--- src/rtl/kb_pkg.sv ---
// Shared constants, decoder state encoding and byte-class helpers for the
// PS/2 Set-2 keyboard controller.
package kb_pkg;

  localparam int KB_EVT_W = 10;

  localparam logic [7:0] KB_PFX_EXT    = 8'hE0;
  localparam logic [7:0] KB_PFX_BRK    = 8'hF0;
  localparam logic [7:0] KB_PFX_E1     = 8'hE1;
  localparam logic [7:0] KB_ACK        = 8'hFA;
  localparam logic [7:0] KB_BAT_OK     = 8'hAA;
  localparam logic [7:0] KB_ECHO       = 8'hEE;
  localparam logic [7:0] KB_BAT_FAIL   = 8'hFC;
  localparam logic [7:0] KB_FAKE_SHIFT = 8'h12;
  localparam logic [7:0] KB_PAUSE_CODE = 8'h77;

  typedef enum logic [2:0] {
    IDLE,
    EXT,
    BRK,
    EXT_BRK,
    SKIP
  } kb_state_e;

  function automatic logic kb_is_prefix(input logic [7:0] c);
    return (c == KB_PFX_EXT) || (c == KB_PFX_BRK) || (c == KB_PFX_E1);
  endfunction

  // Device replies and error bytes that never represent a key.
  function automatic logic kb_is_reply(input logic [7:0] c);
    return (c == KB_ACK) || (c == KB_BAT_OK) || (c == KB_ECHO) ||
           (c == KB_BAT_FAIL) || (c == 8'h00) || (c == 8'hFF);
  endfunction

endpackage

--- src/rtl/kb_ctrl_if.sv ---
// Scan-receiver / CPU side signals of kb_ctrl; slave is the controller,
// master is whoever drives bytes in and pops events out.
interface kb_ctrl_if
  import kb_pkg::*;
#(
  parameter int FIFO_DEPTH = 8
);
  localparam int CW = $clog2(FIFO_DEPTH) + 1;

  logic                code_valid_i;
  logic [7:0]          code_i;
  logic                evt_valid_o;
  logic [KB_EVT_W-1:0] evt_o;
  logic                pop_i;
  logic [CW-1:0]       count_o;
  logic                overflow_o;
  logic                clr_ovf_i;
  logic                irq_o;

  modport master (
    output code_valid_i, code_i, pop_i, clr_ovf_i,
    input  evt_valid_o, evt_o, count_o, overflow_o, irq_o
  );

  modport slave (
    input  code_valid_i, code_i, pop_i, clr_ovf_i,
    output evt_valid_o, evt_o, count_o, overflow_o, irq_o
  );
endinterface

--- src/rtl/kb_evt_fifo.sv ---
// First-word-fall-through FIFO: a push is visible at dat_o the next cycle; a push
// while full is accepted only if the same cycle pops, otherwise the caller sees it refused.
module kb_evt_fifo #(
  parameter int DEPTH = 8,
  parameter int W     = 10
) (
  input  logic                   clk_i,
  input  logic                   rst_n_i,
  input  logic                   push_i,
  input  logic [W-1:0]           dat_i,
  input  logic                   pop_i,
  output logic [W-1:0]           dat_o,
  output logic                   full_o,
  output logic                   empty_o,
  output logic [$clog2(DEPTH):0] count_o
);
  localparam int AW = $clog2(DEPTH);

  logic [W-1:0]  mem_q [DEPTH];
  logic [AW-1:0] rd_q, wr_q;
  logic [AW:0]   cnt_q;
  logic [W-1:0]  last_q;
  logic          do_pop, do_push;

  assign empty_o = (cnt_q == '0);
  assign full_o  = (cnt_q == (AW+1)'(DEPTH));
  assign do_pop  = pop_i & ~empty_o;
  assign do_push = push_i & (~full_o | do_pop);
  assign count_o = cnt_q;
  // Once drained, keep presenting the last consumed entry rather than stale RAM.
  assign dat_o   = empty_o ? last_q : mem_q[rd_q];

  always_ff @(posedge clk_i) begin
    if (do_push) mem_q[wr_q] <= dat_i;
  end

  always_ff @(posedge clk_i) begin
    if (!rst_n_i) begin
      rd_q   <= '0;
      wr_q   <= '0;
      cnt_q  <= '0;
      last_q <= '0;
    end else begin
      if (do_push) wr_q <= wr_q + 1'b1;
      if (do_pop) begin
        rd_q   <= rd_q + 1'b1;
        last_q <= mem_q[rd_q];
      end
      case ({do_push, do_pop})
        2'b10:   cnt_q <= cnt_q + 1'b1;
        2'b01:   cnt_q <= cnt_q - 1'b1;
        default: cnt_q <= cnt_q;
      endcase
    end
  end
endmodule

--- src/rtl/kb_ctrl.sv ---
// PS/2 Set-2 sequence decoder feeding an event FIFO; event visible one cycle after its
// final byte. No backpressure to the receiver: events arriving while full are dropped and flagged.
module kb_ctrl
  import kb_pkg::*;
#(
  parameter int FIFO_DEPTH = 8,
  parameter int E1_SKIP    = 7
) (
  input  logic      clk_i,
  input  logic      rst_n_i,
  kb_ctrl_if.slave  kb
);
  localparam int SKW = $clog2(E1_SKIP + 1);

  kb_state_e           state_q, state_d;
  logic [SKW-1:0]      skip_q, skip_d;
  logic                ovf_q, ovf_d;
  logic                push;
  logic [KB_EVT_W-1:0] push_dat;
  logic                fifo_full, fifo_empty;

  always_comb begin
    state_d  = state_q;
    skip_d   = skip_q;
    push     = 1'b0;
    push_dat = {2'b00, kb.code_i};
    if (kb.code_valid_i) begin
      case (state_q)
        IDLE: begin
          if (kb.code_i == KB_PFX_EXT)      state_d = EXT;
          else if (kb.code_i == KB_PFX_BRK) state_d = BRK;
          else if (kb.code_i == KB_PFX_E1) begin
            state_d = SKIP;
            skip_d  = SKW'(E1_SKIP);
          end else if (!kb_is_reply(kb.code_i)) push = 1'b1;
        end
        EXT: begin
          if (kb.code_i == KB_PFX_BRK) state_d = EXT_BRK;
          else begin
            state_d  = IDLE;
            push     = !kb_is_prefix(kb.code_i) && (kb.code_i != KB_FAKE_SHIFT);
            push_dat = {2'b10, kb.code_i};
          end
        end
        BRK: begin
          state_d  = IDLE;
          push     = !kb_is_prefix(kb.code_i);
          push_dat = {2'b01, kb.code_i};
        end
        EXT_BRK: begin
          state_d  = IDLE;
          push     = !kb_is_prefix(kb.code_i) && (kb.code_i != KB_FAKE_SHIFT);
          push_dat = {2'b11, kb.code_i};
        end
        SKIP: begin
          // The Pause tail carries no usable key info; only its length matters.
          skip_d = skip_q - 1'b1;
          if (skip_q == SKW'(1)) begin
            state_d  = IDLE;
            push     = 1'b1;
            push_dat = {2'b10, KB_PAUSE_CODE};
          end
        end
        default: state_d = IDLE;
      endcase
    end
  end

  // A pop in the same cycle frees the slot, so only an unpopped full FIFO drops.
  assign ovf_d = (push && fifo_full && !kb.pop_i) ? 1'b1 :
                 kb.clr_ovf_i                    ? 1'b0 : ovf_q;

  always_ff @(posedge clk_i) begin
    if (!rst_n_i) begin
      state_q <= IDLE;
      skip_q  <= '0;
      ovf_q   <= 1'b0;
    end else begin
      state_q <= state_d;
      skip_q  <= skip_d;
      ovf_q   <= ovf_d;
    end
  end

  kb_evt_fifo #(
    .DEPTH (FIFO_DEPTH),
    .W     (KB_EVT_W)
  ) u_fifo (
    .clk_i   (clk_i),
    .rst_n_i (rst_n_i),
    .push_i  (push),
    .dat_i   (push_dat),
    .pop_i   (kb.pop_i),
    .dat_o   (kb.evt_o),
    .full_o  (fifo_full),
    .empty_o (fifo_empty),
    .count_o (kb.count_o)
  );

  assign kb.evt_valid_o = ~fifo_empty;
  assign kb.overflow_o  = ovf_q;
  assign kb.irq_o       = ~fifo_empty | ovf_q;
endmodule
--- src/flat_wrapper.sv ---
// flat-port wrapper written by rule: the top's interface ports become plain ports
module kb_ctrl_flat import kb_pkg::*;
#(
  parameter int FIFO_DEPTH = 8,
  parameter int E1_SKIP    = 7
)
  (clk_i, rst_n_i, kb_code_valid_i, kb_code_i, kb_pop_i, kb_clr_ovf_i, kb_evt_valid_o, kb_evt_o, kb_count_o, kb_overflow_o, kb_irq_o);
  kb_ctrl_if #(.FIFO_DEPTH(FIFO_DEPTH)) kb_i ();
  input  logic clk_i;
  input  logic rst_n_i;
  input wire logic [$bits(kb_i.code_valid_i)-1:0] kb_code_valid_i;
  input wire logic [$bits(kb_i.code_i)-1:0] kb_code_i;
  input wire logic [$bits(kb_i.pop_i)-1:0] kb_pop_i;
  input wire logic [$bits(kb_i.clr_ovf_i)-1:0] kb_clr_ovf_i;
  output wire logic [$bits(kb_i.evt_valid_o)-1:0] kb_evt_valid_o;
  output wire logic [$bits(kb_i.evt_o)-1:0] kb_evt_o;
  output wire logic [$bits(kb_i.count_o)-1:0] kb_count_o;
  output wire logic [$bits(kb_i.overflow_o)-1:0] kb_overflow_o;
  output wire logic [$bits(kb_i.irq_o)-1:0] kb_irq_o;
  assign kb_i.code_valid_i = kb_code_valid_i;
  assign kb_i.code_i = kb_code_i;
  assign kb_i.pop_i = kb_pop_i;
  assign kb_i.clr_ovf_i = kb_clr_ovf_i;
  assign kb_evt_valid_o = kb_i.evt_valid_o;
  assign kb_evt_o = kb_i.evt_o;
  assign kb_count_o = kb_i.count_o;
  assign kb_overflow_o = kb_i.overflow_o;
  assign kb_irq_o = kb_i.irq_o;
  kb_ctrl #(.FIFO_DEPTH(FIFO_DEPTH), .E1_SKIP(E1_SKIP)) u_core (.clk_i(clk_i), .rst_n_i(rst_n_i), .kb(kb_i));
endmodule
--- config.mk ---
export PLATFORM = sky130hd
export DESIGN_NAME = kb_ctrl_flat
export DESIGN_NICKNAME = d
export VERILOG_FILES = /design/src/rtl/kb_pkg.sv /design/src/rtl/kb_ctrl_if.sv /design/src/rtl/kb_evt_fifo.sv /design/src/rtl/kb_ctrl.sv /design/src/flat_wrapper.sv
export SDC_FILE = /design/constraint.sdc
export NUM_CORES = 1
export LEC_CHECK = 0
export ABC_CLOCK_PERIOD_IN_PS = 4600
export CAP_MARGIN = 25
export CORE_MARGIN = 2
export CORE_UTILIZATION = 59
export DETAILED_ROUTE_END_ITERATION = 6
export PLACE_DENSITY_LB_ADDON = 0.15
export REMOVE_ABC_BUFFERS = 1
export SYNTH_ARGS = -nofsm -noshare
export SYNTH_HDL_FRONTEND = slang
export SYNTH_HIERARCHICAL = 1
export SYNTH_SLANG_ARGS = --single-unit
--- constraint.sdc ---
create_clock -name clk_i -period 4.6 [get_ports clk_i]
set_input_delay 1.38 -clock clk_i [delete_from_list [all_inputs] [get_ports clk_i]]
set_output_delay 1.38 -clock clk_i [all_outputs]
set_load 0.05 [all_outputs]
==> out/qor.yml, run 1 <==
hold_viol: 0
clock_latency_ns: 0.37
wl_um: 9420
slew_headroom_pct: 47.7
cts_buffers: 9
cp_top_family: "buffers and inverters"
p_leak_nw: 1.88
initial_core_util_pct: 60.2
grt_pass1_vias: 2852
clockBufferDepth: 2
vias_per_cell: 5.92
fin_crit_ns: 4.25
clock_skew_ns: 0.0232
reg2reg_setup_slack_ns: 1.51
dr.pass1.iters: 4
fillers: 590
post_drt_wl_per_cell_um: 18.8
synth.avg_cell_area_um2: 13.7
ys_seq_elements: 110
final-seq-area_mm2: 0.00300
antenna-diode-count: 0
cp_slowest_cell: "clkdlybuf4s50_1"
finalSetupViolCount: 0
pin_count: 30
maxSlewViolCount: 0
power_density_mw_per_mm2: 580
gp_congestion: 0.820
grt_first_pass_wirelength_um: 14700
synth_cell_types: 53
grt_max_degree: 24
crit_fanout: 12
drive_gt1_share_pct: 15.9
drc: 0
io_buffers: 29
dp_hpwl_um: 6240
cts_sinks: 110
seq_area_frac_synth_pct: 61.6
path_cells: "or4_1 -> buf_4 -> a21oi_1 -> clkdlybuf4s50_1"
rsz0062_at_grt: "no"
finalCritPeriodShare_pct: 92.3
die_area_mm2: 0.00901
drtIter0Drc: 139
fmax_mhz: 235
holdWs_ns: 0.502
die_w_um: 94.9
synth_warnings: 6
cts_setup_buffers: 0
num_rows: 33
post_cts_resized: 0
syn2layout_area_growth_pct: 13.3
path_clk_slew_ns: 0.12
syn-cell-area_mm2: 0.00487
synthFlopType: "edfxtp_1"
vias: 2973
core_mm2: 0.00809
worst_path_largest_cell_delay_ns: 0.82
cts-htree-levels: 3
synthArstFlopShare_pct: 0
synth_edf_count: 80
critPathLaunchType: "flop"
irDropWorstVdd_mv: 0.475
status: "finished clean"
cts_root_buffer: "clkbuf_8"
syn_inst: 355
cts_tree: "yes"
worstSetupPathType: "flop to output pin"
crit_buf_inv: 2
crit_required_ns: 3.22
die_y_um: 94.9
antenna_found_initial: 0
worst-endpoint-arrival_ns: 2.87
end_kind: "output pin"
hold_buffers: 0
final_antenna_net_count: 0
tightest_slew_ns: 0.784
hold_path_class: "flop to flop"
nets: 412
fin_tns_setup_ns: 0
maxCapViolCount: 0
grt.total_usage_pct: 22.7
grt_overflow: 0
multiInputGateArea_mm2: 0.00171
report_power, final:
part	switching, mW	total (mW)	internal (mW)
Combinational	0.898	1.38	0.484
Clock	0.329	0.589	0.260
Sequential	0.0826	1.23	1.15
per-layer routing:
metal	up-vias	routed length (µm)	track usage, %	share of wire (%)
met2	66	4690	37.9	50
met1	1491	4280	30.6	45
met4	0	36	5.07	0.38
met5	-	0	0	0
met3	4	411	5.35	4.4
li1	1412	-	-	-
flip-flops by register name, summed over array words and instances, names as in the netlist, named ones only:
name and flops:
u_core/u_fifo/rd_q 3, u_core/kb.overflow_o 1, u_core/u_fifo/last_q 10, u_core/u_fifo/count_o 4, u_core/state_q 3, u_core/skip_q 3, u_core/u_fifo/mem_q 80, u_core/u_fifo/wr_q 3
worst min-delay path, cell delays in order (launching register included):
cell     delay (ns)
dfxtp_1        0.33
nand2_1        0.06
a21oi_1        0.07
cell usage after synthesis, types with 4 or more instances:
master	instances	share of area [%]
a21oi_1	24	2.5
buf_2	10	1.0
clkbuf_1	4	0.31
dfxtp_1	30	12
edfxtp_1	80	49
ha_1	6	1.5
inv_1	12	0.92
mux2i_1	12	2.5
mux4_2	20	9.2
nand2_1	15	1.2
nand2b_1	8	1.0
nand4_1	7	0.90
nor2_1	28	2.2
nor2b_1	6	0.77
nor3_1	13	1.3
o21ai_0	14	1.4
or2_1	6	0.77
xnor2_1	4	0.72
xor2_1	5	0.90
final timing paths:
path                                                             from                                     to  cells past startpoint
worst max-delay path            u_core/u_fifo/count_o[1]$_SDFFE_PN0P_                            kb_evt_o[7]                      4
worst min-delay path               u_core/u_fifo/rd_q[1]$_SDFFE_PN0N_                                   flop                      2
worst max register to register          u_core/skip_q[0]$_SDFFE_PN0P_  u_core/u_fifo/count_o[3]$_SDFFE_PN0P_                     14
worst min register to register     u_core/u_fifo/rd_q[1]$_SDFFE_PN0N_                                   flop                      2
cells in the final DEF (no fill, tap or decap), types with 3 or more instances in the layout:
| cell | netlist | routed |
|---|---|---|
| a21oi_1 | 24 | 24 |
| a31oi_1 | 3 | 3 |
| buf_4 | 1 | 18 |
| clkbuf_8 | 0 | 9 |
| clkdlybuf4s50_1 | 0 | 29 |
| dfxtp_1 | 30 | 30 |
| edfxtp_1 | 80 | 80 |
| ha_1 | 6 | 6 |
| inv_1 | 12 | 12 |
| mux2i_1 | 12 | 12 |
| mux4_2 | 20 | 20 |
| nand2_1 | 15 | 15 |
| nand2b_1 | 8 | 8 |
| nand3_1 | 3 | 3 |
| nand4_1 | 7 | 7 |
| nor2_1 | 28 | 28 |
| nor2b_1 | 6 | 6 |
| nor3_1 | 13 | 13 |
| o211a_1 | 3 | 3 |
| o211ai_1 | 3 | 3 |
| o21ai_0 | 14 | 14 |
| o21ai_1 | 3 | 3 |
| or2_1 | 6 | 6 |
| xnor2_1 | 4 | 4 |
| xor2_1 | 5 | 5 |
through the flow:
step | cells | setup slack, ns | cell area, µm² | util [%] | total power, mW
2_1_floorplan | 334 | 0.604 | 4760 | - | 2.18
3_3_place_gp | 486 | 0.349 | 5320 | 65.8 | 2.62
3_5_place_dp | 486 | 0.260 | 5320 | 65.8 | 2.64
4_1_cts | 502 | 0.335 | 5520 | 68.3 | 3.22
5_1_grt | 502 | 0.214 | 5520 | 68.3 | 3.36
6_report | 502 | 0.352 | 5520 | 68.3 | 3.20
kinds of logic (layout without fill, tap and decap cells):
kind of cell               Yosys count  after routing  synth area share (%)
DFF                                110            110                  61.6
buffers and inverters               34             76                  3.39
and+or+nand+nor                     99             99                  10.9
AOI/OAI and AO/OA                   64             64                  8.88
muxes                               32             32                  11.7
xor gates and xnor gates             9              9                  1.62
adders and majority gates            7              7                  1.95
layout make-up:
cell class	count	area share, %
flip-flops and latches	110	54.4
multi-input cells	211	31.0
repair buffers	47	7.70
well taps	105	2.38
clock buffers	9	2.24
clock inverters	7	1.43
inverters	13	0.883
Note: power is estimated with default switching activity, not from simulation.
==> run 2, diff against run 1 <==
--- a/config.mk
+++ b/config.mk
@@ -8,4 +8,5 @@
 export ABC_CLOCK_PERIOD_IN_PS = 4600
 export CAP_MARGIN = 25
+export CORE_ASPECT_RATIO = 0.8
 export CORE_MARGIN = 2
 export CORE_UTILIZATION = 59
==> constraint.sdc (replaced) <==
create_clock -name clk_i -period 4.6 [get_ports clk_i]
set_input_delay 1.15 -clock clk_i [delete_from_list [all_inputs] [get_ports clk_i]]
set_output_delay 1.15 -clock clk_i [all_outputs]
set_load 0.05 [all_outputs]
==> run 2 against run 1 <==
Effect of this change: critical endpoint is now kb_evt_o[0]; worst hold slack better by 0.0044 ns; combinational power hardly changed; total power is 0.77% lower; die area hardly changed; critical path type unchanged; non-clock buffer count is 5 lower; utilization is 0.58 points higher; sequential share of layout area is 0.28 points higher; flip-flop and latch count stayed put.
==> out/qor.yml, run 2 (synthesized netlist as in run 1, its figures left out) <==
hold_path_class: "flop to flop"
maxCapViolCount: 0
cts_root_buffer: "clkbuf_8"
tightest_slew_ns: 0.835
grt_pass1_vias: 2935
dp_hpwl_um: 6230
gp_congestion: 0.920
finalNonFillerCells: 500
min_from: "u_core/u_fifo/rd_q[1]$_SDFFE_PN0N_"
grt.total_usage_pct: 23.5
initial_core_util_pct: 61.1
post_cts_resized: 0
design_area_mm2: 0.00550
rsz0062_at_grt: "no"
hold_buffers: 0
cp_slowest_cell: "or4_1"
clockBufferDepth: 2
irDropWorstVdd_mv: 0.369
die_w_um: 106
hold_viol: 0
nets: 407
maxSlewViolCount: 0
core_mm2: 0.00798
finalCritPeriodShare_pct: 88.4
antenna-diode-count: 0
crit_buf_inv: 1
final_antenna_net_count: 0
cp_top_family: "simple AND/OR/NAND/NOR gates"
postPlaceCellArea_mm2: 0.00529
pin_count: 30
grt_first_pass_wirelength_um: 15800
drive_gt1_share_pct: 14.3
path_clk_slew_ns: 0.10
die_area_mm2: 0.00901
dr.pass1.iters: 5
crit_required_ns: 3.45
top_register: "u_core/u_fifo/mem_q"
cp-startpoint: "u_core/u_fifo/count_o[0]$_SDFFE_PN0P_"
crit_fanout: 22
clock_skew_ns: 0.0182
fin_crit_ns: 4.07
path_cells: "or4_1 -> a21oi_1 -> clkdlybuf4s50_1"
fin_tns_setup_ns: 0
wl_um: 9580
cts_tree: "yes"
layout_commonest_cell: "edfxtp_1"
worst-endpoint-arrival_ns: 2.92
cts_setup_buffers: 0
drc: 0
p_total_mw: 3.18
fmax_mhz: 246
clock_latency_ns: 0.35
vias_per_cell: 5.95
finish.utilization_pct: 68.8
antenna_found_initial: 0
mostFrequentLayoutCells: "80 x edfxtp_1, 30 x dfxtp_1, 29 x clkdlybuf4s50_1, 28 x nor2_1, 24 x a21oi_1"
p_leak_nw: 1.85
io_buffers: 29
regToRegStartpoint: "u_core/skip_q[0]$_SDFFE_PN0P_"
finalSetupViolCount: 0
slew_headroom_pct: 44.3
cts-htree-levels: 3
grt_max_degree: 25
cts_buffers: 9
num_rows: 29
die_y_um: 85.3
critPathLaunchType: "flop"
grt_overflow: 0
post_drt_wl_per_cell_um: 19.2
worstSetupPathType: "flop to output pin"
largest_register_ff_count: 80
dp_cells: 484
end_kind: "output pin"
syn2layout_area_growth_pct: 12.7
drtIter0Drc: 234
worst_path_largest_cell_delay_ns: 0.96
status: "finished clean"
power_density_mw_per_mm2: 579
vias: 2977
cts_sinks: 110
run 2: changes by cell type in the layout (fill, tap and decap cells not counted), sizes merged:
cell / previous run / this run
clkbuf: 9 / 15
buf: 18 / 13
bufinv: 1 / 0
clkinv: 3 / 1
inv: 16 / 13
run 2: metrics by stage:
stage | hold WS (ns) | setup WS, ns
after floorplan | 0.454 | 0.834
after global placement | 0.476 | 0.583
after detailed placement | 0.486 | 0.412
after CTS | 0.502 | 0.466
after global routing | 0.551 | 0.385
final | 0.506 | 0.535
run 2: cell type report:
| cell class | count | area, µm² |
|---|---|---|
| Clock buffer | 15 | 199 |
| Clock inverter | 1 | 8.76 |
| Fill cell | 571 | 2490 |
| Inverter | 13 | 48.8 |
| Multi-Input combinational cell | 211 | 1710 |
| Sequential cell | 110 | 3000 |
| Tap cell | 108 | 135 |
| Timing Repair Buffer | 42 | 388 |
run 2: final timing paths:
path	to	slack (ns)	cells after the start
setup / recovery	kb_evt_o[0]	0.53	3
hold / removal	u_core/u_fifo/rd_q[1]$_SDFFE_PN0N_	0.51	2
setup reg to reg	u_core/u_fifo/count_o[3]$_SDFFE_PN0P_	1.46	14
hold reg to reg	u_core/u_fifo/rd_q[1]$_SDFFE_PN0N_	0.51	2
run 2: worst reg2reg max path: stages, from the launching register on:
cell,delay (ns)
dfxtp_1,0.38
ha_1,0.15
nor2b_1,0.27
and4_1,0.39
or2_1,0.30
o22ai_1,0.14
nand2_1,0.11
inv_1,0.07
nand2_1,0.11
inv_1,0.08
ha_1,0.35
a21oi_1,0.21
nand2_1,0.14
mux2i_1,0.22
a31oi_1,0.11
run 2: layer usage:
layer | global-route usage [%] | up-vias | routed length, µm
met5 | 0 | - | 0
met4 | 4.90 | 0 | 49
met3 | 4.84 | 4 | 445
met2 | 36.8 | 69 | 4740
met1 | 34.8 | 1495 | 4340
li1 | - | 1409 | -
run 2: where the power goes:
part	internal (mW)	switching (mW)
registers	1.15	0.0929
clock network	0.280	0.295
logic	0.470	0.890
==> run 3, diff against run 2 <==
- ABC_CLOCK_PERIOD_IN_PS: 4600 -> not set
==> results of run 3 <==
Final layout, timing and power as in run 2 (identical DEF).
